$ cat config.mk
export PLATFORM = sky130hd
export DESIGN_NAME = clock_training_controller_flat
export DESIGN_NICKNAME = d
export VERILOG_FILES = /design/src/rtl/clock_training_controller_pkg.sv /design/src/rtl/clock_training_controller_if.sv /design/src/rtl/clock_training_controller_sync.sv /design/src/rtl/clock_training_controller.sv /design/src/flat_wrapper.sv
export SDC_FILE = /design/constraint.sdc
export NUM_CORES = 1
export LEC_CHECK = 0
export CAP_MARGIN = 20
export CORE_MARGIN = 5
export CORE_UTILIZATION = 25
export DETAILED_ROUTE_END_ITERATION = 8
export GPL_TIMING_DRIVEN = 1
export PLACE_DENSITY_LB_ADDON = 0.15
export SYNTH_ARGS = -nofsm -noshare
export SYNTH_HDL_FRONTEND = slang
export SYNTH_SLANG_ARGS = --single-unit
$ cat constraint.sdc
create_clock -name i_dig_clk -period 2.4 [get_ports i_dig_clk]
set_input_delay 0.48 -clock i_dig_clk [delete_from_list [all_inputs] [get_ports i_dig_clk]]
set_output_delay 0.48 -clock i_dig_clk [all_outputs]
set_load 0.02 [all_outputs]
$ cat src/rtl/clock_training_controller_pkg.sv
`default_nettype none
// ---------------------------------------------------------------------------
// ucie_clk_train_pkg : shared states, result bit map and defaults for REPAIRCLK
// Rev 1.0
// ---------------------------------------------------------------------------
package ucie_clk_train_pkg;

  localparam logic [1:0] ST_IDLE     = 2'd0;
  localparam logic [1:0] ST_WAIT_GEN = 2'd1;
  localparam logic [1:0] ST_WAIT_RX  = 2'd2;
  localparam logic [1:0] ST_DONE     = 2'd3;

  typedef enum logic [1:0] {
    IDLE     = ST_IDLE,
    WAIT_GEN = ST_WAIT_GEN,
    WAIT_RX  = ST_WAIT_RX,
    DONE     = ST_DONE
  } state_e;

  localparam int RES_CKP   = 0;
  localparam int RES_CKN   = 1;
  localparam int RES_TRACK = 2;
  localparam int RES_W     = 3;

  localparam int DEF_TIMEOUT_CYCLES = 1024;

  function automatic logic [RES_W-1:0] pack_result(input logic track, input logic ckn,
                                                   input logic ckp);
    logic [RES_W-1:0] r;
    r            = '0;
    r[RES_CKP]   = ckp;
    r[RES_CKN]   = ckn;
    r[RES_TRACK] = track;
    return r;
  endfunction

endpackage
`default_nettype wire

$ cat src/rtl/clock_training_controller_if.sv
`default_nettype none
// ---------------------------------------------------------------------------
// clock_training_controller_if : LTSM / generator / RX-detector signal bundle
// Rev 1.0
// ---------------------------------------------------------------------------
interface clock_training_controller_if;
  import ucie_clk_train_pkg::*;

  logic             i_clk_test_req;
  logic             i_ltsm_in_reset;
  logic             i_gen_done;
  logic             i_rx_result_valid;
  logic             i_rx_ckp_ok;
  logic             i_rx_ckn_ok;
  logic             i_rx_track_ok;
  logic             o_start_clk_training;
  logic             o_busy;
  logic             o_test_done;
  logic [RES_W-1:0] o_result;
  logic             o_timeout;

  modport master (
    output i_clk_test_req, i_ltsm_in_reset, i_gen_done, i_rx_result_valid,
           i_rx_ckp_ok, i_rx_ckn_ok, i_rx_track_ok,
    input  o_start_clk_training, o_busy, o_test_done, o_result, o_timeout
  );

  modport slave (
    input  i_clk_test_req, i_ltsm_in_reset, i_gen_done, i_rx_result_valid,
           i_rx_ckp_ok, i_rx_ckn_ok, i_rx_track_ok,
    output o_start_clk_training, o_busy, o_test_done, o_result, o_timeout
  );

endinterface
`default_nettype wire

$ cat src/rtl/clock_training_controller_sync.sv
`default_nettype none
// ---------------------------------------------------------------------------
// bit_synchronizer : multi-flop synchronizer for a single asynchronous level
// Rev 1.0
// ---------------------------------------------------------------------------
module bit_synchronizer #(
  parameter int STAGES = 2
) (
  input  logic clk_i,
  input  logic rst_ni,
  input  logic d_i,
  output logic q_o
);

  logic [STAGES-1:0] sync_q;

  always_ff @(posedge clk_i or negedge rst_ni) begin
    if (!rst_ni) begin
      sync_q <= '0;
    end else begin
      sync_q <= {sync_q[STAGES-2:0], d_i};
    end
  end

  assign q_o = sync_q[STAGES-1];

endmodule
`default_nettype wire

$ cat src/rtl/clock_training_controller.sv
`default_nettype none
// ---------------------------------------------------------------------------
// clock_training_controller : TX-side REPAIRCLK clock-pattern training sequencer
// Rev 1.0
// ---------------------------------------------------------------------------
module clock_training_controller
  import ucie_clk_train_pkg::*;
#(
  parameter int TIMEOUT_CYCLES = DEF_TIMEOUT_CYCLES,
  parameter int SYNC_STAGES    = 2
) (
  input  logic                        i_dig_clk,
  input  logic                        i_rst_n,
  clock_training_controller_if.slave  bus
);

  localparam int             CNT_W    = $clog2(TIMEOUT_CYCLES);
  localparam logic [CNT_W-1:0] CNT_LAST = CNT_W'(TIMEOUT_CYCLES - 1);

  state_e           state_q, state_d;
  logic [CNT_W-1:0] cnt_q, cnt_d;
  logic             start_q, start_d;
  logic             busy_q, busy_d;
  logic             done_q, done_d;
  logic             timeout_q, timeout_d;
  logic [RES_W-1:0] result_q, result_d;

  logic             gen_done_s;
  logic             timeout_hit;
  logic [CNT_W-1:0] cnt_sat;
  logic             clear;
  logic             fin_timeout;

  bit_synchronizer #(.STAGES(SYNC_STAGES)) u_gen_done_sync (
    .clk_i  (i_dig_clk),
    .rst_ni (i_rst_n),
    .d_i    (bus.i_gen_done),
    .q_o    (gen_done_s)
  );

  // Counter spans both wait states and parks at the last value instead of wrapping.
  assign timeout_hit = (cnt_q == CNT_LAST);
  assign cnt_sat     = timeout_hit ? cnt_q : cnt_q + CNT_W'(1);

  always_ff @(posedge i_dig_clk or negedge i_rst_n) begin
    if (!i_rst_n) begin
      state_q   <= IDLE;
      cnt_q     <= '0;
      start_q   <= 1'b0;
      busy_q    <= 1'b0;
      done_q    <= 1'b0;
      timeout_q <= 1'b0;
      result_q  <= '0;
    end else begin
      state_q   <= state_d;
      cnt_q     <= cnt_d;
      start_q   <= start_d;
      busy_q    <= busy_d;
      done_q    <= done_d;
      timeout_q <= timeout_d;
      result_q  <= result_d;
    end
  end

  always_comb begin
    state_d     = state_q;
    cnt_d       = cnt_q;
    start_d     = start_q;
    busy_d      = busy_q;
    done_d      = done_q;
    timeout_d   = timeout_q;
    result_d    = result_q;
    clear       = 1'b0;
    fin_timeout = 1'b0;

    if (bus.i_ltsm_in_reset) begin
      clear = 1'b1;
    end else begin
      case (state_q)
        IDLE: begin
          // A still-high done means the generator has not cleared from the previous run.
          if (bus.i_clk_test_req && !gen_done_s) begin
            state_d = WAIT_GEN;
            cnt_d   = '0;
            start_d = 1'b1;
            busy_d  = 1'b1;
          end
        end
        WAIT_GEN: begin
          if (!bus.i_clk_test_req) begin
            clear = 1'b1;
          end else if (gen_done_s) begin
            state_d = WAIT_RX;
            cnt_d   = cnt_sat;
          end else if (timeout_hit) begin
            fin_timeout = 1'b1;
          end else begin
            cnt_d = cnt_sat;
          end
        end
        WAIT_RX: begin
          if (!bus.i_clk_test_req) begin
            clear = 1'b1;
          end else if (bus.i_rx_result_valid) begin
            state_d   = DONE;
            busy_d    = 1'b0;
            done_d    = 1'b1;
            timeout_d = 1'b0;
            result_d  = pack_result(bus.i_rx_track_ok, bus.i_rx_ckn_ok, bus.i_rx_ckp_ok);
          end else if (timeout_hit) begin
            fin_timeout = 1'b1;
          end else begin
            cnt_d = cnt_sat;
          end
        end
        DONE: begin
          if (!bus.i_clk_test_req) begin
            clear = 1'b1;
          end
        end
        default: clear = 1'b1;
      endcase
    end

    if (fin_timeout) begin
      state_d   = DONE;
      busy_d    = 1'b0;
      done_d    = 1'b1;
      timeout_d = 1'b1;
      result_d  = '0;
    end

    if (clear) begin
      state_d   = IDLE;
      cnt_d     = '0;
      start_d   = 1'b0;
      busy_d    = 1'b0;
      done_d    = 1'b0;
      timeout_d = 1'b0;
      result_d  = '0;
    end
  end

  assign bus.o_start_clk_training = start_q;
  assign bus.o_busy               = busy_q;
  assign bus.o_test_done          = done_q;
  assign bus.o_timeout            = timeout_q;
  assign bus.o_result             = result_q;

endmodule
`default_nettype wire

$ cat src/flat_wrapper.sv
// flat-port wrapper written by rule: the top's interface ports become plain ports
module clock_training_controller_flat import ucie_clk_train_pkg::*;
#(
  parameter int TIMEOUT_CYCLES = DEF_TIMEOUT_CYCLES,
  parameter int SYNC_STAGES    = 2
)
  (i_dig_clk, i_rst_n, bus_i_clk_test_req, bus_i_ltsm_in_reset, bus_i_gen_done, bus_i_rx_result_valid, bus_i_rx_ckp_ok, bus_i_rx_ckn_ok, bus_i_rx_track_ok, bus_o_start_clk_training, bus_o_busy, bus_o_test_done, bus_o_result, bus_o_timeout);
  clock_training_controller_if bus_i ();
  input  logic i_dig_clk;
  input  logic i_rst_n;
  input wire logic [$bits(bus_i.i_clk_test_req)-1:0] bus_i_clk_test_req;
  input wire logic [$bits(bus_i.i_ltsm_in_reset)-1:0] bus_i_ltsm_in_reset;
  input wire logic [$bits(bus_i.i_gen_done)-1:0] bus_i_gen_done;
  input wire logic [$bits(bus_i.i_rx_result_valid)-1:0] bus_i_rx_result_valid;
  input wire logic [$bits(bus_i.i_rx_ckp_ok)-1:0] bus_i_rx_ckp_ok;
  input wire logic [$bits(bus_i.i_rx_ckn_ok)-1:0] bus_i_rx_ckn_ok;
  input wire logic [$bits(bus_i.i_rx_track_ok)-1:0] bus_i_rx_track_ok;
  output wire logic [$bits(bus_i.o_start_clk_training)-1:0] bus_o_start_clk_training;
  output wire logic [$bits(bus_i.o_busy)-1:0] bus_o_busy;
  output wire logic [$bits(bus_i.o_test_done)-1:0] bus_o_test_done;
  output wire logic [$bits(bus_i.o_result)-1:0] bus_o_result;
  output wire logic [$bits(bus_i.o_timeout)-1:0] bus_o_timeout;
  assign bus_i.i_clk_test_req = bus_i_clk_test_req;
  assign bus_i.i_ltsm_in_reset = bus_i_ltsm_in_reset;
  assign bus_i.i_gen_done = bus_i_gen_done;
  assign bus_i.i_rx_result_valid = bus_i_rx_result_valid;
  assign bus_i.i_rx_ckp_ok = bus_i_rx_ckp_ok;
  assign bus_i.i_rx_ckn_ok = bus_i_rx_ckn_ok;
  assign bus_i.i_rx_track_ok = bus_i_rx_track_ok;
  assign bus_o_start_clk_training = bus_i.o_start_clk_training;
  assign bus_o_busy = bus_i.o_busy;
  assign bus_o_test_done = bus_i.o_test_done;
  assign bus_o_result = bus_i.o_result;
  assign bus_o_timeout = bus_i.o_timeout;
  clock_training_controller #(.TIMEOUT_CYCLES(TIMEOUT_CYCLES), .SYNC_STAGES(SYNC_STAGES)) u_core (.i_dig_clk(i_dig_clk), .i_rst_n(i_rst_n), .bus(bus_i));
endmodule
Word-level counts from Yosys, hierarchy flattened
Cells that the tools add are included.
Storage, ports and cells
  bits in registers: 21
  input port bits: 9
  word-level logic and storage cells: 96
  output and inout bits: 7
Operators by class
  reductions and logical operators: 17
  add/subtract/negate cells: 1
  equality and inequality tests: 15
  mux-type cells: 55
Operators by type and width (number)
  2-to-1 mux 10 bit: 9
  case mux 10 bit (3 select lines): 1
  2-to-1 mux 1 bit: 28
  2-to-1 mux 3 bit: 6
  2-to-1 mux 2 bit: 8
  != test 4 x 2 -> 1 bit, second input constant: 4
  adder 10 x 1 -> 10 bit, second input constant: 1
  equality test 10 bit, second input constant: 1
  != test 3 x 2 -> 1 bit, second input constant: 3
  nonzero test 3 bit: 3
  nonzero test 4 bit: 2
  AND reduction 7 bit: 1
  != test 3 x 1 -> 1 bit, second input constant: 2
  case mux 2 bit (3 select lines): 1
  AND reduction 6 bit: 1
  AND reduction 5 bit: 1
  nonzero test 5 bit: 1
  equality test 2 bit, second input constant: 2
  != test 4 x 1 -> 1 bit, second input constant: 1
  case mux 1 bit (2 select lines): 2
  AND reduction 4 bit: 1
  nonzero test 2 bit: 2
  AND reduction 3 bit: 1
  OR reduction 3 bit: 1
  5 further kinds: 5

Longest topological paths before layout
Gate-level depths: netlist of the first run.
  depth after elaboration: 8
  mapped depth: 8
  depth with buffers taken out: 7

Cells and area by module
A second synthesis of the first run with hierarchy kept.
Second synthesis, totals
  cell total of the unflattened synthesis: 122
  area, all modules: 1158.6 um^2
By module, submodules not included
  clock_training_controller: times used 1, cells an instance 120, area each 1108.6 um^2
  bit_synchronizer: times used 1, cells an instance 2, area each 50.0 um^2

Worst setup path before layout of the first run
Ideal clock, no wire load.
  path type: register to register
  start point: register u_core.state_q[0]
  end point: register u_core.cnt_q[7]
  stages on the path, launching flop included: 9
  library setup time: 0.125 ns
  path buffers: 1
  setup slack: 0.305 ns
  data arrival time: 1.970 ns
  clock period less this slack: 2.095 ns
  cells stage by stage: dfrtp_1 inv_1 ha_1 and2_4 buf_6 o31ai_4 nand3_2 or2_1 mux2_4
On the way
  word-level cells in the longest chain between the ends: 6
RTL lines
  start, declared: RTL line clock_training_controller.sv:20  | state_e state_q, state_d;
  start signal, assigned: RTL line clock_training_controller.sv:55  | state_q <= state_d;
  equality test 2 x 1 -> 1 bit or equality test 2 bit (tied branches): RTL line clock_training_controller.sv:79  | case (state_q)
  OR reduction 3 bit (no source line)
  2-to-1 mux 1 bit
  2-to-1 mux 1 bit: RTL line clock_training_controller.sv:76  | if (bus.i_ltsm_in_reset) begin
  != test 3 x 1 -> 1 bit (no source line) (tied with other cells)
  AND reduction 6 bit (no source line)
  end signal, assigned: RTL line clock_training_controller.sv:56  | cnt_q <= cnt_d;
  end, declared: RTL line clock_training_controller.sv:21  | logic [CNT_W-1:0] cnt_q, cnt_d;
Several ways; a longest one is shown, not always the timed one. The select of a mux whose other input is x is not followed.
A chain may end at the register's enable or synchronous reset.

Worst setup path after layout of the first run
Ends and elaborated chain as after synthesis.

==> results of run 1 <==
-- metrics by stage --
stage               hold slack, ns  cell area [µm²]  utilization
finish                       0.341             1570        0.329
global route                 0.357             1570        0.329
CTS                          0.347             1570        0.329
detailed placement           0.337             1530        0.319
global placement             0.336             1530        0.319
floorplan                    0.184             1250            -
-- sequential cells by signal (all words and copies together), names as in the netlist --
register and flops:
u_core.bus.o_timeout 1, u_core.state_q 2, u_core.u_gen_done_sync.sync_q 2, u_core.cnt_q 10, u_core.bus.o_result 3, u_core.bus.o_test_done 1
u_core.bus.o_start_clk_training 1, u_core.bus.o_busy 1
-- metal layers --
layer  track usage  vias to the layer above  part of all wire  routed length [µm]
li1              -                      533                 -                   -
met1         0.127                      513              0.46                1350
met5             0                        -                 0                   0
met4        0.0355                        0             0.014                  42
met3        0.0291                        4             0.040                 118
met2         0.169                       20              0.49                1430
-- power groups by stage --
stage,combinational [mW],sequential (mW),clock (mW)
6_report,0.482,0.429,0.237
5_1_grt,0.554,0.434,0.262
4_1_cts,0.487,0.430,0.249
3_5_place_dp,0.483,0.437,0
3_3_place_gp,0.481,0.435,0
2_1_floorplan,0.314,0.447,0
-- kinds of logic (layout without fill, tap and decap cells) --
| kind of cell | after synthesis | after routing | share of synthesized area |
|---|---|---|---|
| adder cells (fa/ha/maj) | 6 | 6 | 0.0602 |
| AND/OR/NAND/NOR | 57 | 57 | 0.227 |
| buffers and inverters | 11 | 36 | 0.0402 |
| XOR/XNOR | 5 | 5 | 0.0351 |
| AO/OA/AOI/OAI | 33 | 33 | 0.188 |
| flip-flops | 21 | 21 | 0.422 |
| multiplexers | 3 | 3 | 0.0281 |
-- worst min-delay path by stage --
stage,start,endpoint,depth (start not counted)
floorplan,i_rst_n,u_core.bus.o_busy,0
global placement,u_core.u_gen_done_sync.sync_q[0],u_core.u_gen_done_sync.sync_q[1],0
detailed placement,u_core.u_gen_done_sync.sync_q[0],u_core.u_gen_done_sync.sync_q[1],0
CTS,u_core.u_gen_done_sync.sync_q[0],u_core.u_gen_done_sync.sync_q[1],0
global route,u_core.u_gen_done_sync.sync_q[0],u_core.u_gen_done_sync.sync_q[1],0
finish,u_core.u_gen_done_sync.sync_q[0],u_core.u_gen_done_sync.sync_q[1],0
-- cell usage in the layout, fill, tap and decap left out, types with 3 or more instances in the layout --
master,n
nor3_1,5
clkdlybuf4s50_1,15
o21ai_0,6
nand2_1,17
ha_1,6
inv_1,8
nor2_1,10
xor2_1,4
dfrtp_1,21
clkbuf_8,3
a21oi_1,11
buf_4,9
nand3_1,11
a22o_1,3
-- cells in the mapped netlist, types with 3 or more instances --
cell,number
a21oi_1,11
nand2_1,17
xor2_1,4
o21ai_0,6
inv_1,8
dfrtp_1,21
a22o_1,3
nor3_1,5
ha_1,6
nor2_1,10
nand3_1,11
-- cell type report --
class                      count  area share
inverter                       8      0.0191
tap                           67      0.0533
sequential                    21       0.334
multi-input combinational    104       0.426
timing repair buffer          24       0.138
clock buffer                   4      0.0286
-- worst max-delay path, stage by stage (launching register included) --
cell	delay, ns
dfrtp_1	0.42
inv_1	0.08
ha_1	0.31
a21bo_2	0.28
o31ai_4	0.21
nand3_2	0.11
or2_1	0.24
mux2_4	0.29
==> flow_summary.ini, run 1 <==
[final_layout]
syn_to_final_growth_pct = 26.2
regArea_um2 = 526
fillers = 502
final_nets = 177
multi_input_area_um2 = 671
layout.cells.non_filler = 228
insertedDiodeCount = 0
drive_gt1_frac = 0.124

[yosys]
synth_top_cells_by_area = dfrtp_1 42%, ha_1 6.0%, nand2_1 5.1%, a21oi_1 4.4%, nand3_1 4.4%
synthDistinctLibCells = 39
async_flop_share = 1.00
yosysWarnings = 0
syn_inst = 136
synth_seq_cells = 21
synth_top_area_share = 0.422
ys_seq_area_frac = 0.422
synth.net_count = 151
synth_ff_type = dfrtp_1
syn_area_mm2 = 0.00125
syn_area_per_cell_um2 = 9.16
synth_edf_count = 0
synth_top_area_cell = dfrtp_1

[grt]
grt_first_pass_wirelength_mm = 5.15
grt_use_total = 0.102
grt-ovfl-total = 0
antenna_found_initial = 0
grt_max_degree = 22
grt_pass1_vias = 1104

[sta]
hold_viol_final = 0
setup_tns_ns = 0
fin_skew_ns = 0.00902
fmax_mhz = 485
fin_crit_sh = 0.859
grt_setup_unrepaired = no
tightest_slew_ns = 0.562
maxSlewHeadroom = 0.616
setup_viol = 0
fin_crit_ns = 2.06
report.final.slew_viol_count = 0
worst_slack_ns = 0.339

[pwr]
switchingPower_uw = 430
finalPower_mw = 1.15
power_density_mw_per_mm2 = 730
combPwrFrac = 0.420
pwr-share-seq = 0.373
switching_share = 0.374
ir_drop_mv = 0.253
power_leakage_nw = 0.658
clkPwrFrac = 0.207
p_int_uw = 718

[worst_setup_path]
cp.arrival_ns = 2.22
cp-endpoint = u_core.cnt_q[7]
r2r_cells = 7
path_class = reg2reg
cp-end-kind = flip-flop
start_kind = flip-flop
r2r-start = u_core.state_q[0]
critPathRequiredTime_ns = 2.56
startpoint = u_core.state_q[0]
crit_fanout = 9
reg2reg_to = u_core.cnt_q[7]
reg2reg_slack_ns = 0.34

[place]
numPlacedInstances = 224
portBuffers = 15
place_congestion = 0.880
post-place-ws_ns = 0.194
dp.final_hpwl_mm = 2.26

[cts]
postCtsSetupBuffers = 0
cts_tree = built
clkTransAtPathRegs_ns = 0.08
cts.sinks = 21
hold_buffers = 0
cts_resized = 0
clockBufferDepth = 2
cts_max_level = 1
cts_made_buffers = 3
clock_latency_ns = 0.26
cts_root_buf = clkbuf_8

[route]
drtPass1Iterations = 4
drc_errors = 0
avgViaCountPerCell = 4.69
routed_wirelength_mm = 2.94
initialDrtViolationCount = 35
via_count = 1070
ant_nets = 0
wl_per_cell_um = 12.9

[floorplan]
initial_core_util = 0.260
die_area_mm2 = 0.00650
fp-row-count = 25
coreArea_mm2 = 0.00479
io_pins = 16
dieWidth_um = 80.6
fp.dieH_um = 80.6

[job]
maxCapViolations = 0

[hold_path]
hp-class = reg2reg

[outcome]
outcome = completed
(Power assumes the default switching activity.)
==> run 2: changes to the inputs <==
--- a/config.mk
+++ b/config.mk
@@ -6,6 +6,7 @@
 export NUM_CORES = 1
 export LEC_CHECK = 0
 export CAP_MARGIN = 20
+export CORE_ASPECT_RATIO = 1.1
 export CORE_MARGIN = 5
 export CORE_UTILIZATION = 25
 export DETAILED_ROUTE_END_ITERATION = 8
==> run 2 against run 1 <==
Effect of this change: sequential share of layout area rose by 0.54 points; combinational power fell by 2%; sequential power is essentially flat; via count is 0.75% higher; critical path depth stayed put; count of clock-buffer cells in the layout is 1 lower; global-route usage decreased by 0.85 points; register-to-register slack gained 0.02 ns; maximum frequency grew 0.95%; power decreased by 1.2%; non-clock buffer count shrank 2.
==> flow_summary.ini, run 2 (synthesized netlist as in run 1, its figures left out) <==
[sta]
maxSlewHeadroom = 0.579
fin_crit_ns = 2.04
fin_skew_ns = 0.00625
setup_viol = 0
tightest_slew_ns = 0.616
fmax_mhz = 490
hold_viol_final = 0
fin_crit_sh = 0.851
setup_tns_ns = 0
report.final.slew_viol_count = 0
grt_setup_unrepaired = no

[final_layout]
layout_commonest_cell = dfrtp_1
insertedDiodeCount = 0
fillers = 503
regMostFlops = u_core.cnt_q
largest_register_ffs = 10
layout.cells.non_filler = 217
fin_util = 0.314
syn_to_final_growth_pct = 24.2
final_cell_mix = 21 x dfrtp_1, 17 x nand2_1, 15 x clkdlybuf4s50_1
drive_gt1_frac = 0.119
final_nets = 175

[floorplan]
fp.dieH_um = 84.1
die_area_mm2 = 0.00650
fp-row-count = 27
io_pins = 16
dieWidth_um = 77.3
coreArea_mm2 = 0.00493
initial_core_util = 0.253

[outcome]
outcome = completed

[worst_setup_path]
slowest_stage = or4_1
cp-end-kind = flip-flop
path_class = reg2reg
cpLargestDelayFamily = simple AND/OR/NAND/NOR gates
start_kind = flip-flop
path_cells = inv_1 -> ha_1 -> nand2b_1 -> nand2_1 -> or4_1 -> o21ai_2 -> mux2i_1
crit_fanout = 8
critPathRequiredTime_ns = 2.58
max_stage_delay_ns = 0.51
startpoint = u_core.state_q[0]
cp.arrival_ns = 2.23
crit_buf_inv = 1
r2r-start = u_core.state_q[0]

[grt]
grt_first_pass_wirelength_mm = 5.05
grt-ovfl-total = 0
grt_use_total = 0.0938
antenna_found_initial = 0
grt_max_degree = 22
grt_pass1_vias = 1158

[cts]
cts.sinks = 21
clkTransAtPathRegs_ns = 0.07
cts_root_buf = clkbuf_8
hold_buffers = 0
cts_max_level = 1
cts_resized = 0
cts_made_buffers = 3
clockBufferDepth = 2
cts_tree = built
postCtsSetupBuffers = 0
clock_latency_ns = 0.26

[place]
place_congestion = 0.812
dp.final_hpwl_mm = 2.26
numPlacedInstances = 213
portBuffers = 15

[route]
ant_nets = 0
routed_wirelength_mm = 2.93
drtPass1Iterations = 4
via_count = 1078
drc_errors = 0
wl_per_cell_um = 13.5
initialDrtViolationCount = 25
avgViaCountPerCell = 4.97

[job]
maxCapViolations = 0

[hold_path]
hold_start = u_core.u_gen_done_sync.sync_q[0]
hp-class = reg2reg

[pwr]
power_leakage_nw = 0.651
ir_drop_mv = 0.308
power_density_mw_per_mm2 = 733
[run 2: cell types whose count changed in the layout (fill, tap and decap cells not counted), sizes merged]
cell,before,now
clkinv,0,1
clkbuf,4,3
buf,9,7
[run 2: layer usage]
metal  up-vias  routed length (µm)  track usage
met4         0                  31       0.0328
met2        15                1480        0.167
met5         -                   0            0
met1       527                1320        0.109
met3         4                  98       0.0194
li1        532                   -            -
[run 2: final timing paths]
| kind | end | slack (ns) | cells past startpoint |
|---|---|---|---|
| setup reg to reg | u_core.state_q[1] | 0.36 | 7 |
| max in group asynchronous | u_core.cnt_q[2] | 1.61 | 2 |
| hold / removal | u_core.u_gen_done_sync.sync_q[1] | 0.35 | 0 |
| min in group asynchronous | u_core.bus.o_start_clk_training | 0.56 | 2 |
| hold reg to reg | u_core.u_gen_done_sync.sync_q[1] | 0.35 | 0 |
| setup / recovery | u_core.state_q[1] | 0.36 | 7 |
[run 2: report_power, final]
part	switching, mW	internal, mW
clock	0.118	0.116
sequential	0.0363	0.393
combinational	0.272	0.200
[run 2: per-stage QoR]
step           worst slack, ns  cell area, µm²  total power [mW]  hold WS, ns
3_3_place_gp             0.194            1500             0.910        0.336
2_1_floorplan            0.305            1250             0.761        0.184
5_1_grt                  0.226            1550              1.24        0.359
4_1_cts                  0.335            1550              1.15        0.356
3_5_place_dp             0.185            1500             0.914        0.338
6_report                 0.358            1550              1.13        0.353
[run 2: cell type report]
| cell class | count | area [µm²] | share of cell area |
|---|---|---|---|
| multi-input combinational | 104 | 671 | 0.433 |
| sequential | 21 | 526 | 0.340 |
| timing repair buffer | 22 | 203 | 0.131 |
| tap | 58 | 72.6 | 0.0469 |
| clock buffer | 3 | 41.3 | 0.0267 |
| inverter | 8 | 30.0 | 0.0194 |
| clock inverter | 1 | 5.00 | 0.00323 |
==> run 3: changes to the inputs <==
--- a/config.mk
+++ b/config.mk
@@ -6,7 +6,9 @@
 export NUM_CORES = 1
 export LEC_CHECK = 0
 export CAP_MARGIN = 20
-export CORE_ASPECT_RATIO = 1.1
+export CELL_PAD_IN_SITES_DETAIL_PLACEMENT = 1
+export CELL_PAD_IN_SITES_GLOBAL_PLACEMENT = 1
+export CORE_ASPECT_RATIO = 2
 export CORE_MARGIN = 5
 export CORE_UTILIZATION = 25
 export DETAILED_ROUTE_END_ITERATION = 8
==> run 3 against run 2 <==
Effect of this change: wire length up 19%; utilization up 0.56 points; via count up 1.2%; count of clock-buffer cells in the layout unchanged; combinational power up 5.5%; critical endpoint unchanged; largest cell class unchanged; largest power group unchanged; highest routed layer unchanged.
==> flow_summary.ini, run 3 (synthesized netlist as in run 1, its figures left out) <==
[sta]
report.final.slew_viol_count = 0
fin_skew_ns = 0.00454
worst_slack_ns = 0.313
fmax_mhz = 479
tightest_slew_ns = 0.640
fin_crit_ns = 2.09
setup_viol = 0
setup_tns_ns = 0
grt_setup_unrepaired = no
hold_viol_final = 0
fin_crit_sh = 0.870
maxSlewHeadroom = 0.562
hold_slack_ns = 0.356

[final_layout]
drive_gt1_frac = 0.125
final_cell_mix = 21 x dfrtp_1, 17 x nand2_1, 15 x clkdlybuf4s50_1
syn_to_final_growth_pct = 24.7
layout_commonest_cell = dfrtp_1
final_cell_area_mm2 = 0.00155
insertedDiodeCount = 0
regMostFlops = u_core.cnt_q
final_nets = 176
largest_register_ffs = 10

[cts]
hold_buffers = 0
cts_root_buf = clkbuf_8
cts_resized = 0
cts_made_buffers = 3
clockBufferDepth = 2
cts_tree = built
cts_max_level = 1
clkTransAtPathRegs_ns = 0.08
postCtsSetupBuffers = 0
clock_latency_ns = 0.26
cts.sinks = 21

[pwr]
pwr-share-seq = 0.368
clkPwrFrac = 0.205
switching_share = 0.389
switchingPower_uw = 453
ir_drop_mv = 0.456
power_leakage_nw = 0.656
finalPower_mw = 1.17
power_density_mw_per_mm2 = 750
p_int_uw = 712
combPwrFrac = 0.428

[floorplan]
initial_core_util = 0.256
dieWidth_um = 59.9
fp-row-count = 36
die_area_mm2 = 0.00658
io_pins = 16
coreArea_mm2 = 0.00486
fp.dieH_um = 110

[grt]
grt_use_total = 0.119
grt-ovfl-total = 0
antenna_found_initial = 0
grt_pass1_vias = 1223
grt_first_pass_wirelength_mm = 5.87
grt_max_degree = 22

[place]
portBuffers = 15
place_congestion = 0.801
dp.final_hpwl_mm = 2.78
post-place-ws_ns = 0.176
post_dp_cell_area_mm2 = 0.00151

[route]
drc_errors = 0
via_count = 1091
initialDrtViolationCount = 25
wl_per_cell_um = 16.1
avgViaCountPerCell = 5.03
ant_nets = 0
routed_wirelength_mm = 3.49
drtPass1Iterations = 4

[hold_path]
hp-class = reg2reg
hold_end = u_core.u_gen_done_sync.sync_q[1]
worstHoldPathCells = 0
hold_start = u_core.u_gen_done_sync.sync_q[0]

[worst_setup_path]
startpoint = u_core.state_q[0]
start_kind = flip-flop
reg2reg_slack_ns = 0.31
reg2reg_to = u_core.state_q[1]
path_class = reg2reg
critPathRequiredTime_ns = 2.59
cp-end-kind = flip-flop
r2r-start = u_core.state_q[0]
crit_fanout = 8
r2r_cells = 7
cp.arrival_ns = 2.28

[job]
maxCapViolations = 0

[outcome]
outcome = completed
==> run 3: area by class of cell <==
| class | count | area [µm²] |
|---|---|---|
| tap | 57 | 71.3 |
| clock inverter | 1 | 5.00 |
| multi-input combinational | 104 | 671 |
| timing repair buffer | 23 | 210 |
| sequential | 21 | 526 |
| inverter | 8 | 30.0 |
| clock buffer | 3 | 41.3 |
| fill | 570 | 3310 |
==> run 3: through the flow <==
step	instances	util
global placement	213	0.310
floorplan	136	-
global route	217	0.319
detailed placement	213	0.310
CTS	217	0.319
finish	217	0.319
==> run 3: critical path: stages (launching register included) <==
cell,delay (ns)
dfrtp_1,0.44
inv_1,0.10
ha_1,0.35
nand2b_1,0.18
nand2_1,0.07
or4_1,0.51
o21ai_2,0.17
mux2i_1,0.19
==> run 3: worst max-delay path by stage <==
stage                             end  cells past startpoint
global route          u_core.cnt_q[7]                      7
detailed placement    u_core.cnt_q[7]                      7
floorplan             u_core.cnt_q[7]                      8
finish              u_core.state_q[1]                      7
global placement      u_core.cnt_q[7]                      6
CTS                   u_core.cnt_q[7]                      7
==> run 3: metal layers <==
| metal | wire [µm] | up-vias | share of wire | global-route usage |
|---|---|---|---|---|
| met4 | 76 | 0 | 0.022 | 0.0523 |
| li1 | - | 529 | - | - |
| met1 | 1290 | 548 | 0.37 | 0.123 |
| met3 | 53 | 6 | 0.015 | 0.0153 |
| met5 | 0 | - | 0 | 0 |
| met2 | 2070 | 8 | 0.59 | 0.225 |
==> run 3: power by group through the flow <==
stage | Clock, mW | Sequential, mW | Combinational, mW
global route | 0.268 | 0.436 | 0.553
finish | 0.238 | 0.428 | 0.498
CTS | 0.253 | 0.430 | 0.506
floorplan | 0 | 0.447 | 0.314
detailed placement | 0 | 0.438 | 0.502
global placement | 0 | 0.434 | 0.491
==> patch: new RTL, flow settings as in run 1 <==
`SYNC_STAGES` is set to 2 in 2 places; all go to 4.
--- a/src/rtl/clock_training_controller.sv
+++ b/src/rtl/clock_training_controller.sv
@@ -7,7 +7,7 @@
   import ucie_clk_train_pkg::*;
 #(
   parameter int TIMEOUT_CYCLES = DEF_TIMEOUT_CYCLES,
-  parameter int SYNC_STAGES    = 2
+  parameter int SYNC_STAGES    = 4
 ) (
   input  logic                        i_dig_clk,
   input  logic                        i_rst_n,
--- a/src/flat_wrapper.sv
+++ b/src/flat_wrapper.sv
@@ -2,7 +2,7 @@
 module clock_training_controller_flat import ucie_clk_train_pkg::*;
 #(
   parameter int TIMEOUT_CYCLES = DEF_TIMEOUT_CYCLES,
-  parameter int SYNC_STAGES    = 2
+  parameter int SYNC_STAGES    = 4
 )
   (i_dig_clk, i_rst_n, bus_i_clk_test_req, bus_i_ltsm_in_reset, bus_i_gen_done, bus_i_rx_result_valid, bus_i_rx_ckp_ok, bus_i_rx_ckn_ok, bus_i_rx_track_ok, bus_o_start_clk_training, bus_o_busy, bus_o_test_done, bus_o_result, bus_o_timeout);
   clock_training_controller_if bus_i ();
Function: changed (Yosys sat finds a counterexample within 4 cycles, from zero or initial values and one cycle with i_rst_n low).
==> patch against run 1 <==
Wire length fell by 9.6%. Critical endpoint is now u_core.bus.o_result[0]. Non-clock buffer count decreased by 3. Sequential cell count is 2 higher. Worst setup slack got worse by 0.023 ns. Total power decreased by 1.1%. Synthesized area down 2.8%. Sequential share of layout area grew 4.1 points. Synthesized cell count down 11%. Final area down 2.5%.
==> patch: results (changes against run 1) <==
status=complete, no violations; met1 Track Usage GR=12.44% (-0.24 points); Non-Clock Buffer Area Fraction=12.73% (-1.1 points); clk cell area share=3.020% (+0.16 points); GPL Wtd Cong=0.7817 (-11%); clock buffer count=3 (-1); fraction of area in multi-input gates=40.00% (-2.6 points); Met1 Wirelength=1.304 mm (-3.4%); Slew HR=74.58% (+13 points); initial DRC count=59 (+69%); DR vias/cell=4.594 (-2.1%); combinational power=431 uW (-11%); synth cell count leaders=dfrtp_1, nor2_1, a21oi_1, nand2_1, nand3_1; FFs & Latches=23 (+9.5%); library cells used by synthesis=34 (-13%); core box area=4723 um2 (-1.3%); Logic inverters=5 (-3); CP arrival=2.24 ns (+0.02 ns); post-DP HPWL=1.976 mm (-12%); Area contributors post-synth=dfrtp_1, ha_1, xnor2_1; clock share of power=21.1% (+0.4 points); post-synthesis mux area share=0.8264% (-2.0 points); largest net degree at the start of global routing=24 (+9.1%); crit path capture=u_core.bus.o_result[0]; Switching Fraction=36.37% (-1.1 points); layout cell share with drive strength beyond 1=11.03% (-1.4 points); met2 Use GR=13.94% (-2.9 points); placed inst area=1486 um2 (-2.7%); count of non-CTS buffers in the layout=21 (-13%); sequential-to-total area share from yosys stat=47.52% (+5.4 points); GRT met3 Usage=1.919% (-1.0 points); Net count, final=161 (-9.0%); Final Skew=0.002806 ns (-0.006216 ns); Reg area=575.6 um2 (+9.5%); XOR/XNOR share of the synthesized area=4.339% (+0.82 points); met2 routed WL=1.231 mm (-14%); Layout fillers=487 (-3.0%); vias in the first global route=993 (-10%); comb_multi_in=92 (-12%); Leak=0.0006193 uW (-5.9%); Post-Synth Adder-Cell Area=6.198% (+0.17 points)
## patch: changes by cell type after synthesis, sizes merged, moves of 3 or more
cell | run 1 | this run
xor2 | 4 | 0
nand3 | 12 | 7
inv | 8 | 5
a22o | 3 | 0
a31oi | 1 | 4
nand2 | 17 | 10
xnor2 | 1 | 6
a32o | 0 | 3
## patch: critical path, cell delays in order, from the launching register on
cell and delay [ns]:
dfrtp_1 0.44, inv_1 0.10, ha_1 0.30, nand2b_1 0.15, nand3b_1 0.08, or3_4 0.41, a21bo_4 0.25, a32o_1 0.25
## patch: worst min path at each step
stage / from / end / slack (ns) / cells past startpoint
floorplan: i_rst_n / u_core.bus.o_busy / 0.18 / 0
global placement: u_core.u_gen_done_sync.sync_q[2] / u_core.u_gen_done_sync.sync_q[3] / 0.33 / 0
detailed placement: u_core.u_gen_done_sync.sync_q[0] / u_core.u_gen_done_sync.sync_q[1] / 0.34 / 0
CTS: u_core.u_gen_done_sync.sync_q[1] / u_core.u_gen_done_sync.sync_q[2] / 0.36 / 0
global route: u_core.u_gen_done_sync.sync_q[1] / u_core.u_gen_done_sync.sync_q[2] / 0.37 / 0
finish: u_core.u_gen_done_sync.sync_q[1] / u_core.u_gen_done_sync.sync_q[2] / 0.36 / 0
## patch: metrics by stage
| stage | utilization, % | setup slack [ns] | instances | hold WS [ns] | total power (uW) |
|---|---|---|---|---|---|
| detailed placement | 31.47 | 0.1882 | 208 | 0.3418 | 903.8 |
| floorplan | - | 0.4900 | 121 | 0.1844 | 750.6 |
| CTS | 32.45 | 0.3045 | 212 | 0.3639 | 1153 |
| finish | 32.45 | 0.3155 | 212 | 0.3589 | 1135 |
| global placement | 31.47 | 0.2040 | 208 | 0.3342 | 896.2 |
| global route | 32.45 | 0.1694 | 212 | 0.3659 | 1213 |
